===== config.mk =====
export PLATFORM = sky130hd
export DESIGN_NAME = tff_mod_counter
export DESIGN_NICKNAME = d
export VERILOG_FILES = /design/src/rtl/tff_mod_counter.sv
export SDC_FILE = /design/constraint.sdc
export NUM_CORES = 1
export LEC_CHECK = 0
export CORE_AREA = 8 8 45 47
export DETAILED_ROUTE_END_ITERATION = 12
export DIE_AREA = 0 0 53 55
export PLACE_DENSITY_LB_ADDON = 0.08
export SLEW_MARGIN = 20
export SYNTH_ARGS = -nofsm -noshare
export SYNTH_HDL_FRONTEND = slang
export SYNTH_SLANG_ARGS = --single-unit

===== constraint.sdc =====
create_clock -name i_clk -period 1.1 [get_ports i_clk]
set_input_delay 0.33 -clock i_clk [delete_from_list [all_inputs] [get_ports i_clk]]
set_output_delay 0.33 -clock i_clk [all_outputs]
set_load 0.005 [all_outputs]

===== src/rtl/tff_mod_counter.sv =====
// Modulo-MODULUS counter built from per-bit toggle stages (q <= q ^ t_vec).
// Define TFF_CNT_UPDOWN_EN to add the i_dir port and down counting.
module tff_mod_counter #(
  parameter int WIDTH   = 4,
  parameter int MODULUS = 10
) (
  input  logic             i_clk,
  input  logic             i_rst,
  input  logic             i_en,
  input  logic             i_load,
  input  logic [WIDTH-1:0] i_load_val,
`ifdef TFF_CNT_UPDOWN_EN
  input  logic             i_dir,
`endif
  output logic [WIDTH-1:0] o_q,
  output logic             o_tc,
  output logic             o_co
);

  localparam logic [WIDTH-1:0] LP_MAX = WIDTH'(MODULUS - 1);
  localparam logic [WIDTH:0]   LP_MOD = (WIDTH + 1)'(MODULUS);

  logic [WIDTH-1:0] r_q;
  logic             r_co;
  logic [WIDTH-1:0] w_ones_below;
  logic [WIDTH-1:0] w_t_vec;
  logic             w_at_max;
  logic             w_at_zero;
  logic             w_oor;
  logic             w_load_ok;
  logic             w_down;

  // Toggle term for bit i: all lower bits set (up).
  assign w_ones_below[0] = 1'b1;
  for (genvar i = 1; i < WIDTH; i++) begin : g_up_chain
    assign w_ones_below[i] = w_ones_below[i-1] & r_q[i-1];
  end

  assign w_at_max  = (r_q == LP_MAX);
  assign w_at_zero = (r_q == '0);
  assign w_oor     = ({1'b0, r_q} >= LP_MOD);
  assign w_load_ok = ({1'b0, i_load_val} < LP_MOD);

`ifdef TFF_CNT_UPDOWN_EN
  logic [WIDTH-1:0] w_zeros_below;

  assign w_zeros_below[0] = 1'b1;
  for (genvar i = 1; i < WIDTH; i++) begin : g_dn_chain
    assign w_zeros_below[i] = w_zeros_below[i-1] & ~r_q[i-1];
  end

  assign w_down = i_dir;

  always_comb begin
    w_t_vec = '0;
    if (i_en) begin
      if (w_oor)
        w_t_vec = r_q;                 // clear any illegal state
      else if (w_down)
        w_t_vec = w_at_zero ? (r_q ^ LP_MAX) : w_zeros_below;
      else
        w_t_vec = w_at_max ? r_q : w_ones_below;
    end
  end
`else
  assign w_down = 1'b0;

  always_comb begin
    w_t_vec = '0;
    if (i_en) begin
      if (w_oor || w_at_max)
        w_t_vec = r_q;                 // wrap / clear illegal state
      else
        w_t_vec = w_ones_below;
    end
  end
`endif

  assign o_tc = i_en & (w_down ? w_at_zero : w_at_max);

  always_ff @(posedge i_clk) begin
    if (i_rst) begin
      r_q  <= '0;
      r_co <= 1'b0;
    end else if (i_load) begin
      r_q  <= w_load_ok ? i_load_val : '0;
      r_co <= 1'b0;
    end else begin
      r_q  <= r_q ^ w_t_vec;
      r_co <= o_tc;
    end
  end

  assign o_q  = r_q;
  assign o_co = r_co;

endmodule


==> metrics <==
# diodes=0; # setup viols final=7; worst endpoint required time=0.77 ns; clock buffer depth=2; Slew Limit Fails=0; CP Capture Point=o_tc; Cells after Synth=36; Placed Instances=73; RSZ-0062 raised after global routing=true; Pleak=0.000338 µW; Worst Hold Slack=0.454 ns; Initial DRT Pass Iterations=1; Final min period=1.35 ns; fmax=740 MHz; Min-Delay Path Class=primary input to flip-flop; Clk Latency, worst-skew pair=~0.25 ns; CP Data Arrival Time=1.02 ns; Clock Sinks=5; post-DP HPWL=787 µm; critical path endpoint category=output pin; clock transition at the registers of the reported paths=0.05 ns; H-tree levels=1; # rows=14; count leader, synth=dfxtp_1; initial DRC count=0; Max-slew headroom=69.0%; largest net degree at the start of global routing=9; Max VDD drop=0.677 mV; P per Cell Area=between 800 and 900 mW/mm²; Core Util, Final=a little under three fifths; Yosys top cell by area=dfxtp_1; Die Area=0.00292 mm²; Detailed Route WL=1.39 mm; Mapped Nets=44; Vias/cell=4.82; Starting Density=23.6%; initial antenna violation count=0; Core Box Area=0.00138 mm²; net count reported at finish=80; fillers=128; # port buffers=13; Final ANT Viol Nets=0; worst reg2reg startpoint=o_q[3]; CP max FO=2; slew at the pin closest to its max-slew limit=0.465 ns; Reg-to-Reg End=o_q[1]; Syn. warnings=0; flop-to-flop setup slack=-0.15 ns; Finished Layout Cells=87; Setup Crit Path Kind=flip-flop to output pin; layout cells sized above 1=71.8%; Synth-to-Final Area Change=136%; I/O pin total=14; Post-synth ARST share=0%; Syn Area/Cell=9.07 µm²; WL per Instance=~16 µm; Root Driver=clkbuf_4; synthesized cell area=327 µm²; Die Ht=55 µm; grt ovf=0; drc violations=0; outcome=finished with violations; Unique masters post-synth=24; Reg2Reg Depth=5; top post-synthesis cells by area=dfxtp_1 31%, a21oi_1 4.6%, a221oi_2 4.6%, nor3b_1 4.6%, o31ai_1 4.6%; first-pass GRT wire length=1.88 mm; Main synth FF type=dfxtp_1; launch point of the worst path=o_q[1]; number of global-route vias before repair=448; part of the Yosys area used for sequential elements=30.7%; die width=53 µm; EDFF count, synth=0; Clock Skew=0.00800 ns; Post-synth top cells=5 x dfxtp_1, 3 x a21oi_1, 3 x nor2_1; max_cap viols=0; post-synth top area share=a little under a third; Hold Vio Cnt, Final=0; failing checks=setup timing; CTS tree=built; #FFs+latches synth=5; setup ws final=-0.251 ns; TritonCTS Buffers=3; final worst-path cycle share=123%; total global-route track usage=under 10%; Vias=419; CP Launch Type=flip-flop; gpl congestion=0.718; Hold Crit Depth=3
through the flow:
step                      worst slack, ns  setup TNS (ns)  power (µW)  instance area, µm²
after floorplan                   0.00128               0         268                 327
after global placement             -0.772           -3.36         354                 536
after detailed placement           -0.781           -3.43         357                 536
after CTS                          -0.231          -0.723         647                 703
after global routing               -0.288           -1.09         726                 772
final                              -0.251          -0.761         678                 772
state kept, by name (all words and copies together), names as in the netlist:
signal  cells
o_q         4
o_co        1
metal layers:
metal / vias up / GRT usage, % / part of all wire (%)
li1: 211 / - / -
met1: 190 / 8.97 / 37
met2: 16 / 15.4 / 54
met3: 2 / 5.88 / 7.0
met4: 0 / 2.59 / 1.2
met5: - / 0 / 0
kinds of logic after synthesis:
kind of cell / share of synthesized area (%)
compound gates: 24.5
buf+inv: 8.43
simple gates: 33.7
flops: 30.7
xor+xnor: 2.68
what timing repair did:
item,4_1_cts,5_1_grt
hold buffers,0,0
endpoints found under the setup margin,10,10
gates resized for setup,50,14
setup buffers,9,2
pin swaps,9,7
cell usage in the layout (no fill, tap or decap), types with 2 or more instances in the layout:
master	n
buf_6	14
buf_4	12
dfxtp_2	4
clkbuf_4	3
dlygate4sd2_1	3
clkdlybuf4s50_1	3
nand3_2	2
nand2_1	2
o31ai_2	2
nor2_1	2
a221oi_2	2
critical path, cell delays in order, from the launching register on:
cell	delay [ns]
dfxtp_2	0.33
nor2_4	0.12
and4_4	0.23
buf_6	0.09
how the worst min path moves through the flow:
stage                        from  endpoint  slack (ns)
floorplan                   i_rst    o_q[3]        0.39
global placement           o_q[2]    o_q[2]        0.64
detailed placement         o_q[2]    o_q[2]        0.64
CTS                        i_load      o_co        0.55
global route        i_load_val[3]    o_q[3]        0.45
finish              i_load_val[3]    o_q[3]        0.45
area by class of cell:
type                            instances  area, µm²  share of cell area (%)
Sequential cell                         5        105                    13.6
Tap cell                               16       20.0                    2.59
Timing Repair Buffer                   34        322                    41.7
Clock buffer                            4       26.3                    3.40
Inverter                                1       3.75                   0.486
Multi-Input combinational cell         27        295                    38.2
power breakdown:
group          total, µW  switching [µW]  internal, µW  leakage [µW]
clock                216            79.0           137     0.0000150
sequential           204            10.2           194     0.0000425
combinational        257             105           152      0.000281
total                678             194           484      0.000338
No activity file was read; power rests on OpenSTA's default activity.
